==> src/rtl/gpio_ctrl.sv <==
// gpio_ctrl: req/ack register controller for the GPIO pin block; GPIO_CTRL_BOTH_EDGE_EN enables both-edge pin interrupts.
module gpio_ctrl #(
  parameter int WIDTH       = 32,
  parameter int SYNC_STAGES = 2
) (
  input  logic             i_clk,
  input  logic             i_rst_n,
  input  logic             i_req,
  input  logic             i_we,
  input  logic [2:0]       i_addr,
  input  logic [WIDTH-1:0] i_wdata,
  output logic             o_ack,
  output logic [WIDTH-1:0] o_rdata,
  output logic [WIDTH-1:0] o_DDIR,
  output logic [WIDTH-1:0] o_DOUT,
  output logic             o_WER,
  output logic             o_WEO,
  input  logic [WIDTH-1:0] i_DIN,
  output logic             o_irq
);
  typedef enum logic [1:0] {IDLE, EXEC, ACK} state_t;
  state_t r_state, w_next;
  logic                                r_we, r_wer, r_weo, r_irq;
  logic [2:0]                          r_addr;
  logic [WIDTH-1:0]                    r_wdata, r_ddir, r_dout, r_en, r_stat, r_rdata, r_prev;
  logic [SYNC_STAGES-1:0][WIDTH-1:0]   r_sync;
  logic                                w_wr;
  logic [WIDTH-1:0]                    w_sync, w_edge, w_set, w_clr, w_rd_val;
  always_comb begin
    w_next   = IDLE;
    w_next   = r_state == IDLE ? (i_req ? EXEC : IDLE) : r_state == EXEC ? ACK : IDLE;
    w_wr     = (r_state == EXEC) && r_we;
    w_sync   = r_sync[SYNC_STAGES-1];
`ifdef GPIO_CTRL_BOTH_EDGE_EN
    w_edge   = w_sync ^ r_prev;
`else
    w_edge   = w_sync & ~r_prev;
`endif
    w_set    = w_edge & r_en & r_ddir;
    w_clr    = (w_wr && r_addr == 3'd7) ? r_wdata : '0;
    w_rd_val = r_addr == 3'd0 ? r_ddir :
               r_addr == 3'd5 ? w_sync :
               r_addr == 3'd6 ? r_en   :
               r_addr == 3'd7 ? r_stat : r_dout;
  end
  always_ff @(posedge i_clk or negedge i_rst_n) begin
    if (!i_rst_n) begin
      r_state <= IDLE;
      r_we    <= 1'b0;
      r_addr  <= '0;
      r_wdata <= '0;
      r_ddir  <= '0;
      r_dout  <= '0;
      r_en    <= '0;
      r_stat  <= '0;
      r_rdata <= '0;
      r_wer   <= 1'b0;
      r_weo   <= 1'b0;
      r_irq   <= 1'b0;
      r_sync  <= '0;
      r_prev  <= '0;
    end else begin
      r_state <= w_next;
      r_sync  <= {r_sync[SYNC_STAGES-2:0], i_DIN};
      r_prev  <= w_sync;
      r_stat  <= (r_stat & ~w_clr) | w_set;
      r_irq   <= |r_stat;
      r_wer   <= w_wr && r_addr == 3'd0;
      r_weo   <= w_wr && r_addr >= 3'd1 && r_addr <= 3'd4;
      r_rdata <= (r_state == EXEC && !r_we) ? w_rd_val : '0;
      if (r_state == IDLE && i_req) begin
        r_we    <= i_we;
        r_addr  <= i_addr;
        r_wdata <= i_wdata;
      end
      if (w_wr && r_addr == 3'd0) r_ddir <= r_wdata;
      if (w_wr && r_addr == 3'd6) r_en <= r_wdata;
      if (w_wr) r_dout <= r_addr == 3'd1 ? r_wdata :
                          r_addr == 3'd2 ? (r_dout | r_wdata) :
                          r_addr == 3'd3 ? (r_dout & ~r_wdata) :
                          r_addr == 3'd4 ? (r_dout ^ r_wdata) : r_dout;
    end
  end
  assign o_ack   = r_state == ACK;
  assign o_rdata = r_rdata;
  assign o_DDIR  = r_ddir;
  assign o_DOUT  = r_dout;
  assign o_WER   = r_wer;
  assign o_WEO   = r_weo;
  assign o_irq   = r_irq;
endmodule

==> config.mk <==
export PLATFORM = sky130hd
export DESIGN_NAME = gpio_ctrl
export DESIGN_NICKNAME = d
export VERILOG_FILES = /design/src/rtl/gpio_ctrl.sv
export SDC_FILE = /design/constraint.sdc
export NUM_CORES = 1
export LEC_CHECK = 0
export CAP_MARGIN = 10
export CORE_MARGIN = 10
export CORE_UTILIZATION = 55
export DETAILED_ROUTE_END_ITERATION = 6
export PLACE_DENSITY = 0.81
export REMOVE_ABC_BUFFERS = 1
export SETUP_SLACK_MARGIN = 0.4
export SKIP_CTS_REPAIR_TIMING = 1
export SYNTH_ARGS = -nofsm -noshare
export SYNTH_HDL_FRONTEND = slang
export SYNTH_SLANG_ARGS = --single-unit
==> constraint.sdc <==
create_clock -name i_clk -period 2.5 [get_ports i_clk]
set_clock_uncertainty 0.2 [all_clocks]
set_input_delay 0.25 -clock i_clk [delete_from_list [all_inputs] [get_ports i_clk]]
set_output_delay 0.25 -clock i_clk [all_outputs]
set_load 0.005 [all_outputs]
== After elaboration in Yosys (flattened, before gate mapping) ==
Index checks and enable logic that the tools add are counted.

* $lt $le $gt $ge: 2
* Eq/ne operators: 9
* Mux-type cells: 13
* Bitwise logic cells: 11
* Reductions and logical operators: 14

{| class="wikitable"
|+ Operators with widths
! kind !! count
|-
| 32-bit 2-to-1 mux || 10
|-
| 32-bit bitwise AND || 5
|-
| 32-bit NOT || 3
|-
| 32-bit bitwise OR || 2
|-
| 32-bit OR reduction || 1
|-
| 32-bit XOR || 1
|-
| 3-bit equality test, second input constant || 4
|-
| 1-bit logical AND || 8
|-
| 3-bit by 2-bit equality test with 1-bit output, second input constant || 2
|-
| 2-bit 2-to-1 mux || 2
|-
| 4-bit nonzero test || 1
|-
| 3-bit by 1-bit equality test with 1-bit output, second input constant || 1
|-
| 3-bit by 1-bit >= comparator with 1-bit output, second input constant || 1
|-
| 3-bit less-or-equal comparator, second input constant || 1
|-
| 3-bit zero test || 1
|-
| 2-bit by 1-bit equality test with 1-bit output, second input constant || 1
|-
| 2-bit equality test, second input constant || 1
|-
| 2-bit zero test || 1
|-
| 2-bit AND reduction || 1
|-
| 1-bit zero test || 1
|-
| 1-bit 2-to-1 mux || 1
|}

* Register bits after elaboration: 297
* Input port bits: 71
* Word-level logic and storage cells: 64

== Depth between registers and ports, before layout ==
Gate-level depths: netlist (run 1).

* Word-level depth: 7
* Mapped depth: 8
* Mapped depth without buffers: 6

== Worst setup path before layout (run 1) ==
No wires, ideal clock.

* Path type: flip-flop to flip-flop
* Start point: reg r_addr[0]
* End point: reg r_ddir[10], in the netlist o_DDIR[10]
* Arrival: 1.488 ns
* Slack: 0.688 ns
* Cell stages (with the launch flop): 7
* Path through: dfrtp_1 -> buf_4 -> nor3_4 -> and2_1 -> buf_2 -> buf_6 -> mux2_2

* Cells in the longest elaborated chain, start to end: 2

{| class="wikitable"
|+ RTL lines
! what !! line !! RTL
|-
| start: declaration || 24 || <nowiki>logic [2:0] r_addr;</nowiki>
|-
| start signal: assignment || 73 || <nowiki>r_addr <= i_addr;</nowiki>
|-
| 3-bit zero test || 76 || <nowiki>if (w_wr && r_addr == 3'd0) r_ddir <= r_wdata;</nowiki>
|-
| 1-bit logical AND || 76 ||
|-
| end signal: assignment || 76 ||
|-
| end: declaration || 25 || <nowiki>logic [WIDTH-1:0] r_wdata, r_ddir, r_dout, r_en, r_stat, r_rdata, r_prev;</nowiki>
|}

No other way between the ends.
A chain may end at the register's enable or synchronous reset.

== Worst setup path in the final report (run 1) ==
* Start point: reg r_addr[1]
* End point: reg r_rdata[30], in the netlist o_rdata[30]

* Cells in the longest elaborated chain, start to end: 6
* Elaborated cells between the ends (all ways): 9

{| class="wikitable"
|+ RTL lines
! what !! line !! RTL
|-
| 3-bit equality test || 44 || <nowiki>r_addr == 3'd7 ? r_stat : r_dout;</nowiki>
|-
| 32-bit 2-to-1 mux || 44 ||
|-
| 32-bit 2-to-1 mux || 43 || <nowiki>r_addr == 3'd6 ? r_en :</nowiki>
|-
| 32-bit 2-to-1 mux || 42 || <nowiki>r_addr == 3'd5 ? w_sync :</nowiki>
|-
| 32-bit 2-to-1 mux (*) || 41 || <nowiki>w_rd_val = r_addr == 3'd0 ? r_ddir :</nowiki>
|-
| 32-bit 2-to-1 mux (*) || 70 || <nowiki>r_rdata <= (r_state == EXEC && !r_we) ? w_rd_val : '0;</nowiki>
|-
| end signal: assignment || 70 ||
|-
| end: declaration || 25 ||
|}

Every way passes the cells marked *; elsewhere a longest branch is shown, timed or not.

==> results of run 1 <==
==> state kept, by name, summed over array words and instances (netlist names) <==
signal	cells
o_DDIR	32
o_DOUT	32
o_WEO	1
o_WER	1
o_irq	1
o_rdata	32
r_addr	3
r_en	32
r_prev	32
r_stat	32
r_state	2
r_sync	32
r_wdata	32
r_we	1
w_sync	32
==> power by group <==
| part | switching, W | internal, W |
|---|---|---|
| Combinational | 0.00278 | 0.00325 |
| Sequential | 0.00133 | 0.00598 |
| Clock | 0.00196 | 0.00292 |
| Total | 0.00606 | 0.0122 |
==> through the flow <==
stage	setup TNS, ps	power [W]	util, %	setup slack [ps]
floorplan	-317340	0.0102	-	-2730
global placement	0	0.0129	65.2	367
detailed placement	0	0.0132	65.2	319
CTS	0	0.0182	69.9	256
global route	0	0.0193	71.3	346
finish	0	0.0182	71.3	406
==> final cells by class <==
| cell class | instances | area (um2) | share of cell area, % |
|---|---|---|---|
| clock inverter | 12 | 103 | 0.613 |
| inverter | 65 | 244 | 1.46 |
| timing repair buffer | 244 | 2510 | 15.0 |
| clock buffer | 49 | 1010 | 6.03 |
| tap | 319 | 399 | 2.39 |
| sequential | 297 | 7450 | 44.5 |
| multi-input combinational | 639 | 5020 | 30.0 |
==> worst register-to-register path: stages (launching register included) <==
cell and delay (ps):
dfrtp_4 530, buf_4 200, mux2_2 340, a22o_1 230, a221oi_1 350, nor3_1 100
==> kinds of logic after synthesis <==
kind of cell	count (synthesis)	share of synthesized area, %
buffers and inverters	137	5.33
adders and majority gates	64	6.12
muxes	132	11.1
DFF	297	56.8
AOI/OAI and AO/OA	225	12.9
and+or+nand+nor	218	7.81
==> per-layer routing <==
| layer | wire length, um | track usage (%) | up-vias |
|---|---|---|---|
| met2 | 17900 | 38.3 | 394 |
| met5 | 0 | 0 | - |
| li1 | - | - | 4249 |
| met1 | 14500 | 29.4 | 4941 |
| met3 | 2640 | 5.31 | 59 |
| met4 | 676 | 6.20 | 0 |
==> how the worst max path moves through the flow <==
| stage | slack [ps] | endpoint | cells past startpoint |
|---|---|---|---|
| 6_report | 410 | o_rdata[30]$_DFF_PN0_ | 5 |
| 3_3_place_gp | 370 | o_rdata[17]$_DFF_PN0_ | 5 |
| 2_1_floorplan | -2730 | o_DOUT[30]$_DFFE_PN0P_ | 4 |
| 5_1_grt | 350 | o_rdata[30]$_DFF_PN0_ | 5 |
| 4_1_cts | 260 | o_rdata[1]$_DFF_PN0_ | 5 |
| 3_5_place_dp | 320 | o_rdata[18]$_DFF_PN0_ | 5 |
==> synth_stat cells (2+ instances only) <==
library cell  number
nor2_1            34
buf_1              2
clkbuf_1          25
buf_6             17
dfrtp_1          297
nand4_1            2
a22oi_1           32
mux2_1            18
a221oi_1          26
o21ai_1           32
mux2_2            82
nor4_1             8
nor2b_1           35
nand2_1           96
a22o_1            32
buf_4              8
nor3_1            32
o21ai_0           32
a221oi_2           6
ha_1              64
o22ai_1           32
a32o_1            32
buf_2             19
mux2i_1           32
inv_1             65
==> summary.txt, run 1 <==
Die
  – Die area: a little over 0.03 mm2
  – Die H: 174 um
  – Initial Util: 55.8%
  – IO Count: 171
  – Site Rows: 56
  – Core Box Area: 0.0235 mm2
  – Chip Width: 174 um

CTS
  – H-Tree Depth: 2
  – Clock buffer depth: 3
  – Root Driver: clkbuf_16
  – Reg clk slew, reported paths: about 60 ps
  – CTS tree: built
  – CTS Buf Count: 34
  – Clock latency on the worst-skew pair: 510 ps
  – Clk sinks: 297

Critical path
  – Max stage delay on crit path: between 500 and 600 ps
  – Worst path arrival time: about 2300 ps
  – Worst setup SP type: register
  – Reg-to-reg slack, setup: 410 ps
  – WP data required: 2670 ps
  – Setup crit start: r_addr[1]$_DFFE_PN0P_
  – RR Startpoint: r_addr[1]$_DFFE_PN0P_
  – Worst R2R End: o_rdata[30]$_DFF_PN0_
  – CP delay by family, top: compound AO/OA/AOI/OAI gates
  – FF-to-FF path depth: 5
  – CP Buf/Inv Count: 1
  – Crit end category: register
  – CP max-delay cell: dfrtp_4
  – CP max FO: 12
  – CP Cell Sequence: buf_4, mux2_2, a22o_1, a221oi_1, nor3_1
  – Critical path class: register to register

Final layout
  – Final #Nets: 1416
  – Area growth, synth to finish: 27.8%
  – N_diodes: 0
  – Final instance area: 0.0167 mm2
  – Layout cells sized above 1: 16.3%
  – Commonest non-fill, non-tap cell in the layout: dfrtp_1
  – Fill count: 1576
  – Commonest non-fill, non-tap cells in the layout: 292 x dfrtp_1, 168 x clkdlybuf4s50_1, 96 x nand2_1, 82 x mux2_2, 65 x inv_1
  – Non-filler cells, final: 1625

Place
  – GPL Wtd Cong: 0.848
  – Post-DP HPWL: 22.6 mm
  – Placed insts: 1533
  – Placed Area: 0.0153 mm2
  – PortBufs: between 150 and 200

Timing
  – Setup violators final: 0
  – Final period util: 83.8%
  – Final number of hold-violating endpoints: 2
  – Max Slew Vio Count: 0
  – Max frequency: 0.478 GHz
  – Unrepaired setup endpoints after global routing: true
  – Rel. slew slack: 55.2%
  – Worst-Margin Slew: around 670 ps
  – WHS: -2.16 ps
  – Min Tclk post-route: between 2000 and 2500 ps

Hold path
  – Hold Path Class: input pin to register
  – Hold path start: i_DIN[26]
  – Hold Path Cell Cnt: 1
  – Hold Path End: r_sync[26]$_DFF_PN0_

Status
  – Status: complete, but fails checks
  – Failing checks: negative hold slack

Route
  – DR vias/cell: 5.93
  – Drt wl/cell: between 20 and 25 um
  – Initial DRT Pass Iterations: 6
  – DR iter-0 viols: 754
  – Vias: 9643
  – Final ANT Viol Nets: 0
  – Residual DRC count: 0
  – Final WL: 35.7 mm

Global routing
  – Largest net degree at the start of global routing: 81
  – Number of global-route vias before repair: 10.1k
  – Initial antenna violation count: 0
  – First-pass GRT wire length: 56.2 mm
  – Total gr overflow: 0
  – GRT Resource Usage Total: 22.9%

Logic synthesis
  – Asr flop ratio synth: 100%
  – Top cells by area, synth: dfrtp_1 57%, mux2_2 7.1%, ha_1 6.1%
  – Synth Flop Type: dfrtp_1
  – Synth area leader: dfrtp_1
  – Synthesized area: around 0.013 mm2
  – Ys Warns: 0
  – Syn Inst Count: 1073
  – FF+latch count, synth: between 200 and 300
  – Register area share after synthesis: 56.8%
  – Mean post-synth cell area: 12.2 um2
  – Top cell type's share of synthesized area: 56.8%
  – Post-synth EDFFs: 0
  – Post-synth cell types: 38

Pwr
  – Pwr Density: 1090 mW/mm2
  – Lkg Pwr: 7.61 nW
  – Worst IR Drop VDD: 0.757 mV

Job
  – Max_cap viols: 0
(Power assumes the default switching activity.)
==> run 2, diff against run 1 <==
CORE_UTILIZATION = 50   (was 55)
PLACE_DENSITY = 0.77   (was 0.81)
clock period = 1.88 ns   (was 2.5 ns; I/O delays follow)
==> run 2 against run 1 <==
Compared with the run above: the run ends with negative hold slack, negative setup slack left; core utilization down 0.83 points; total power up 45%; critical endpoint is now o_rdata[22]$_DFF_PN0_; clock power up 28%; sequential share of layout area down 3.5 points; critical path depth unchanged.
==> summary.txt, run 2 (synthesis gave the netlist of run 1 again) <==
Global routing
  – Initial antenna violation count: 0 (unchanged)
  – Total gr overflow: 0 (unchanged)
  – Largest net degree at the start of global routing: 69 (was 81)
  – GRT Resource Usage Total: 20.6% (was 22.9%)
  – First-pass GRT wire length: 55.6 mm (was 56.2 mm)
  – Number of global-route vias before repair: 10.1k (about the same)

CTS
  – Reg clk slew, reported paths: 60 ps (about the same)
  – Clock latency on the worst-skew pair: 570 ps (was 510 ps)
  – Root Driver: clkbuf_16 (unchanged)
  – H-Tree Depth: 1 (was 2)
  – CTS Buf Count: 31 (was 34)
  – CTS tree: built (unchanged)
  – Clk sinks: 297 (unchanged)
  – Clock buffer depth: 3 (unchanged)

Pwr
  – Worst IR Drop VDD: 1.45 mV (was 0.757 mV)
  – Lkg Pwr: 8.65 nW (was 7.61 nW)
  – Pwr Density: 1450 mW/mm2 (was 1090 mW/mm2)
  – Pwr Total: 0.0265 W (was 0.0182 W)

Timing
  – WHS: -85.4 ps (was -2.16 ps)
  – Max Slew Vio Count: 0 (unchanged)
  – Final number of hold-violating endpoints: 44 (was 2)
  – Unrepaired setup endpoints after global routing: true (unchanged)
  – Final worst slack: -154 ps (was 406 ps)
  – Min Tclk post-route: 2030 ps (was 2090 ps)
  – Max frequency: 0.492 GHz (was 0.478 GHz)
  – Setup violators final: 159 (was 0)
  – Final period util: 108% (was 83.8%)
  – Worst-Margin Slew: 791 ps (was 672 ps)
  – Rel. slew slack: 47.1% (was 55.2%)

Route
  – DR vias/cell: 5.85 (was 5.93)
  – DR iter-0 viols: 974 (was 754)
  – Residual DRC count: 0 (unchanged)
  – Initial DRT Pass Iterations: 5 (was 6)
  – Vias: 10.4k (was 9643)
  – Final WL: 41.0 mm (was 35.7 mm)
  – Drt wl/cell: 23.1 um (was 22.0 um)
  – Final ANT Viol Nets: 0 (unchanged)

Place
  – GPL Wtd Cong: 0.807 (was 0.848)
  – Post-DP HPWL: 23.3 mm (was 22.6 mm)
  – PortBufs: 170 (unchanged)
  – Placed insts: 1568 (was 1533)
  – Placed Area: 0.0155 mm2 (was 0.0153 mm2)

Final layout
  – Seq. cell area: 0.00748 mm2 (was 0.00745 mm2)
  – Fill count: 1692 (was 1576)
  – Multi-input logic area: 0.00556 mm2 (was 0.00502 mm2)
  – Final instance area: 0.0183 mm2 (was 0.0167 mm2)
  – Final #Nets: 1552 (was 1416)
  – Non-filler cells, final: 1775 (was 1625)
  – Commonest non-fill, non-tap cell in the layout: dfrtp_1 (unchanged)
  – Post-layout util: 70.4% (was 71.3%)
  – N_diodes: 0 (unchanged)
  – Layout cells sized above 1: 36.2% (was 16.3%)
  – Commonest non-fill, non-tap cells in the layout: 264 x dfrtp_1, 127 x buf_4, 87 x clkbuf_2, 82 x nand2_1, 71 x clkdlybuf4s50_1 (was 292 x dfrtp_1, 168 x clkdlybuf4s50_1, 96 x nand2_1, 82 x mux2_2, 65 x inv_1)
  – Area growth, synth to finish: 39.5% (was 27.8%)

Die
  – Chip Width: 182 um (was 174 um)
  – IO Count: 171 (unchanged)
  – Core Box Area: 0.0259 mm2 (was 0.0235 mm2)
  – Site Rows: 59 (was 56)
  – Initial Util: 50.5% (was 55.8%)
  – Die area: 0.0330 mm2 (was 0.0304 mm2)
  – Die H: 182 um (was 174 um)

Status
  – Failing checks: negative hold slack, negative setup slack (was negative hold slack)
  – Status: complete, but fails checks (unchanged)

Hold path
  – Hold Path Class: input pin to async pin (was input pin to register)

Job
  – Max_cap viols: 0 (unchanged)

Critical path
  – WP data required: 2130 ps (was 2670 ps)
  – Crit end category: register (unchanged)
  – FF-to-FF path depth: 5 (unchanged)
  – CP max FO: 32 (was 12)
  – Worst path arrival time: 2280 ps (was 2260 ps)
  – Critical path class: register to register (unchanged)
  – Worst setup SP type: register (unchanged)
run 2: changes by cell type in the layout (fill, tap and decap cells not counted), sizes merged:
cell and delta:
buf +120, clkinv -5, clkbuf +98, clkdlybuf4s50 -97
nor2 +1, dlymetal6s2s +2, dlygate4sd3 +12, bufinv +2
nand3 +1
run 2: worst paths after layout:
path | to | slack (ps) | start
min in group i_clk | r_wdata[17]$_DFFE_PN0P_ | -20 | i_wdata[17]
setup reg to reg | o_rdata[22]$_DFF_PN0_ | -150 | r_addr[1]$_DFFE_PN0P_
setup / recovery | o_rdata[22]$_DFF_PN0_ | -150 | r_addr[1]$_DFFE_PN0P_
max in group asynchronous | o_DOUT[30]$_DFFE_PN0P_ | 830 | i_rst_n
hold reg to reg | w_sync[1]$_DFF_PN0_ | 150 | r_sync[1]$_DFF_PN0_
hold / removal | r_sync[3]$_DFF_PN0_ | -90 | i_rst_n
run 2: critical path: stages (launching register included):
cell,delay (ps)
dfrtp_4,550
buf_12,170
nor3_4,140
clkbuf_8,460
a221oi_2,60
nor3_1,310
run 2: area by class of cell:
class | count | share of cell area, %
clock buffer | 47 | 4.96
tap | 335 | 2.30
inverter | 65 | 1.34
multi-input combinational | 641 | 30.5
timing repair buffer | 381 | 19.3
clock inverter | 9 | 0.692
sequential | 297 | 41.0
run 2: power by group:
group	internal, W	leakage, nW	switching, W
Clock	0.00371	0.506	0.00252
Sequential	0.00801	3.69	0.00163
Combinational	0.00572	4.45	0.00486
Total	0.0174	8.65	0.00902
run 2: through the flow:
| step | setup TNS, ps | worst slack [ps] |
|---|---|---|
| 2_1_floorplan | -440720 | -3350 |
| 3_3_place_gp | -4230 | -130 |
| 3_5_place_dp | -7410 | -181 |
| 4_1_cts | -12490 | -243 |
| 5_1_grt | -14380 | -202 |
| 6_report | -8110 | -154 |
run 2: layer usage:
layer | wire [um] | GRT usage, %
met5 | 0 | 0
met4 | 1520 | 7.03
met3 | 3360 | 5.17
met2 | 19600 | 33.7
met1 | 16600 | 26.2
==> run 3, diff against run 2 <==
CORE_UTILIZATION = 35   (was 50)
PLACE_DENSITY = 0.58   (was 0.77)
==> run 3 against run 2 <==
Compared with the run above: the run ends with negative setup slack left; sequential power rose by 1%; total power rose by 5.4%; die area rose by 38%; wire length rose by 7.8%; non-clock buffer count rose by 21; critical path depth rose by 1; critical path type unchanged; critical endpoint is now o_DDIR[8]$_DFFE_PN0P_; largest power group unchanged.
==> summary.txt, run 3 (synthesis gave the netlist of run 1 again) <==
Status
  – Status: complete, but fails checks (unchanged)
  – Failing checks: negative setup slack (was negative hold slack, negative setup slack)

Timing
  – Unrepaired setup endpoints after global routing: true (unchanged)
  – Worst-Margin Slew: 823 ps (was 791 ps)
  – Max frequency: 0.487 GHz (was 0.492 GHz)
  – Max Slew Vio Count: 0 (unchanged)
  – Setup violators final: 101 (was 159)
  – Final number of hold-violating endpoints: 0 (was 44)
  – Final worst slack: -172 ps (was -154 ps)
  – Final period util: 109% (was 108%)
  – TNS Setup: -9770 ps (was -8110 ps)
  – Min Tclk post-route: 2050 ps (was 2030 ps)
  – Rel. slew slack: 45.0% (was 47.1%)

Route
  – Routed wl met3: 2.39 mm (was 3.36 mm)
  – Drt wl/cell: 22.9 um (was 23.1 um)
  – DR iter-0 viols: 772 (was 974)
  – Max layer used: met4 (unchanged)
  – Wire length on met1: 19.5 mm (was 16.6 mm)
  – DR vias/cell: 5.22 (was 5.85)
  – Residual DRC count: 0 (unchanged)
  – Vias: 10.1k (was 10.4k)
  – Met2 wire len: 21.6 mm (was 19.6 mm)
  – Final WL: 44.3 mm (was 41.0 mm)
  – Final ANT Viol Nets: 0 (unchanged)
  – Initial DRT Pass Iterations: 5 (unchanged)

Final layout
  – Final instance area: 0.0192 mm2 (was 0.0183 mm2)
  – Layout cells sized above 1: 36.9% (was 36.2%)
  – Final #Nets: 1576 (was 1552)
  – Fill count: 3155 (was 1692)
  – N_diodes: 0 (unchanged)
  – Commonest non-fill, non-tap cell in the layout: dfrtp_1 (unchanged)
  – Area growth, synth to finish: 47.0% (was 39.5%)
  – Non-filler cells, final: 1933 (was 1775)
  – Commonest non-fill, non-tap cells in the layout: 257 x dfrtp_1, 130 x buf_4, 90 x nand2_1, 74 x clkdlybuf4s50_1 (was 264 x dfrtp_1, 127 x buf_4, 87 x clkbuf_2, 82 x nand2_1, 71 x clkdlybuf4s50_1)

Die
  – Die H: 213 um (was 182 um)
  – Die area: 0.0455 mm2 (was 0.0330 mm2)
  – Site Rows: 70 (was 59)
  – Chip Width: 213 um (was 182 um)
  – Core Box Area: 0.0368 mm2 (was 0.0259 mm2)
  – Initial Util: 35.6% (was 50.5%)
  – IO Count: 171 (unchanged)

Critical path
  – Worst setup SP type: register (unchanged)
  – Critical path class: register to register (unchanged)
  – Crit end category: register (unchanged)
  – CP max FO: 8 (was 32)
  – Setup crit start: r_addr[1]$_DFFE_PN0P_ (unchanged)
  – Worst path arrival time: 2250 ps (was 2280 ps)
  – RR Startpoint: r_addr[1]$_DFFE_PN0P_ (unchanged)
  – WP data required: 2080 ps (was 2130 ps)

Place
  – Placed insts: 1710 (was 1568)
  – Post-DP HPWL: 25.4 mm (was 23.3 mm)
  – GPL Wtd Cong: 0.781 (was 0.807)
  – PortBufs: 170 (unchanged)
  – Placed Area: 0.0158 mm2 (was 0.0155 mm2)

CTS
  – Clock buffer depth: 3 (unchanged)
  – Clock latency on the worst-skew pair: 520 ps (was 570 ps)
  – CTS tree: built (unchanged)
  – Root Driver: clkbuf_16 (unchanged)
  – Reg clk slew, reported paths: 60 ps (about the same)
  – Clk sinks: 297 (unchanged)
  – CTS Buf Count: 35 (was 31)
  – H-Tree Depth: 2 (was 1)

Hold path
  – Hold Path Class: input pin to async pin (unchanged)

Pwr
  – Pwr Density: 1450 mW/mm2 (about the same)
  – Worst IR Drop VDD: 0.601 mV (was 1.45 mV)
  – Lkg Pwr: 9.34 nW (was 8.65 nW)

Global routing
  – Largest net degree at the start of global routing: 56 (was 69)
  – Initial antenna violation count: 0 (unchanged)
  – First-pass GRT wire length: 58.8 mm (was 55.6 mm)
  – Total gr overflow: 0 (unchanged)
  – GRT Resource Usage Total: 16.7% (was 20.6%)
  – Number of global-route vias before repair: 9592 (was 10.1k)

Job
  – Max_cap viols: 0 (unchanged)
## run 3: report_power, final
part | internal, W | total (W) | leakage [nW] | switching, W
Sequential | 0.00802 | 0.00976 | 3.68 | 0.00174
Combinational | 0.00606 | 0.0109 | 5.06 | 0.00482
Clock | 0.00451 | 0.00725 | 0.601 | 0.00274
Total | 0.0186 | 0.0279 | 9.34 | 0.00930
## run 3: cell type report
type	count	area (um2)	share of cell area, %
Clock inverter	12	191	0.995
Tap cell	468	586	3.04
Inverter	65	246	1.28
Clock buffer	49	1030	5.36
Multi-Input combinational cell	640	5560	28.9
Timing Repair Buffer	402	4130	21.5
Sequential cell	297	7490	38.9
## run 3: stage by stage
stage          utilization, %  setup WS (ps)  power, W  hold WS (ps)
6_report                 52.3           -172    0.0279          11.6
5_1_grt                  52.3           -232    0.0294          7.76
4_1_cts                  46.4           -323    0.0255          -595
3_5_place_dp             43.1           -314    0.0181         -39.2
3_3_place_gp             43.1           -310    0.0179         -41.9
2_1_floorplan               -          -3350    0.0136          -308
## run 3: final timing paths
check,end,slack (ps),cells after the start
max in group asynchronous,o_DOUT[3]$_DFFE_PN0P_,740,3
min in group i_clk,r_wdata[5]$_DFFE_PN0P_,10,3
setup reg to reg,o_DDIR[8]$_DFFE_PN0P_,-170,6
hold / removal,o_DDIR[30]$_DFFE_PN0P_,10,2
setup / recovery,o_DDIR[8]$_DFFE_PN0P_,-170,6
hold reg to reg,w_sync[17]$_DFF_PN0_,150,0
## run 3: worst max-delay path, cell delays in order (launching register included)
cell       delay, ps
dfrtp_4          490
buf_6            150
buf_6            110
nor3_4           170
and2_4           300
clkbuf_16        220
mux2_4           300
## run 3: per-layer routing
| layer | vias to the layer above | track usage [%] |
|---|---|---|
| li1 | 4572 | - |
| met1 | 5165 | 22.1 |
| met2 | 294 | 27.7 |
| met3 | 56 | 3.21 |
| met4 | 0 | 4.35 |
| met5 | - | 0 |
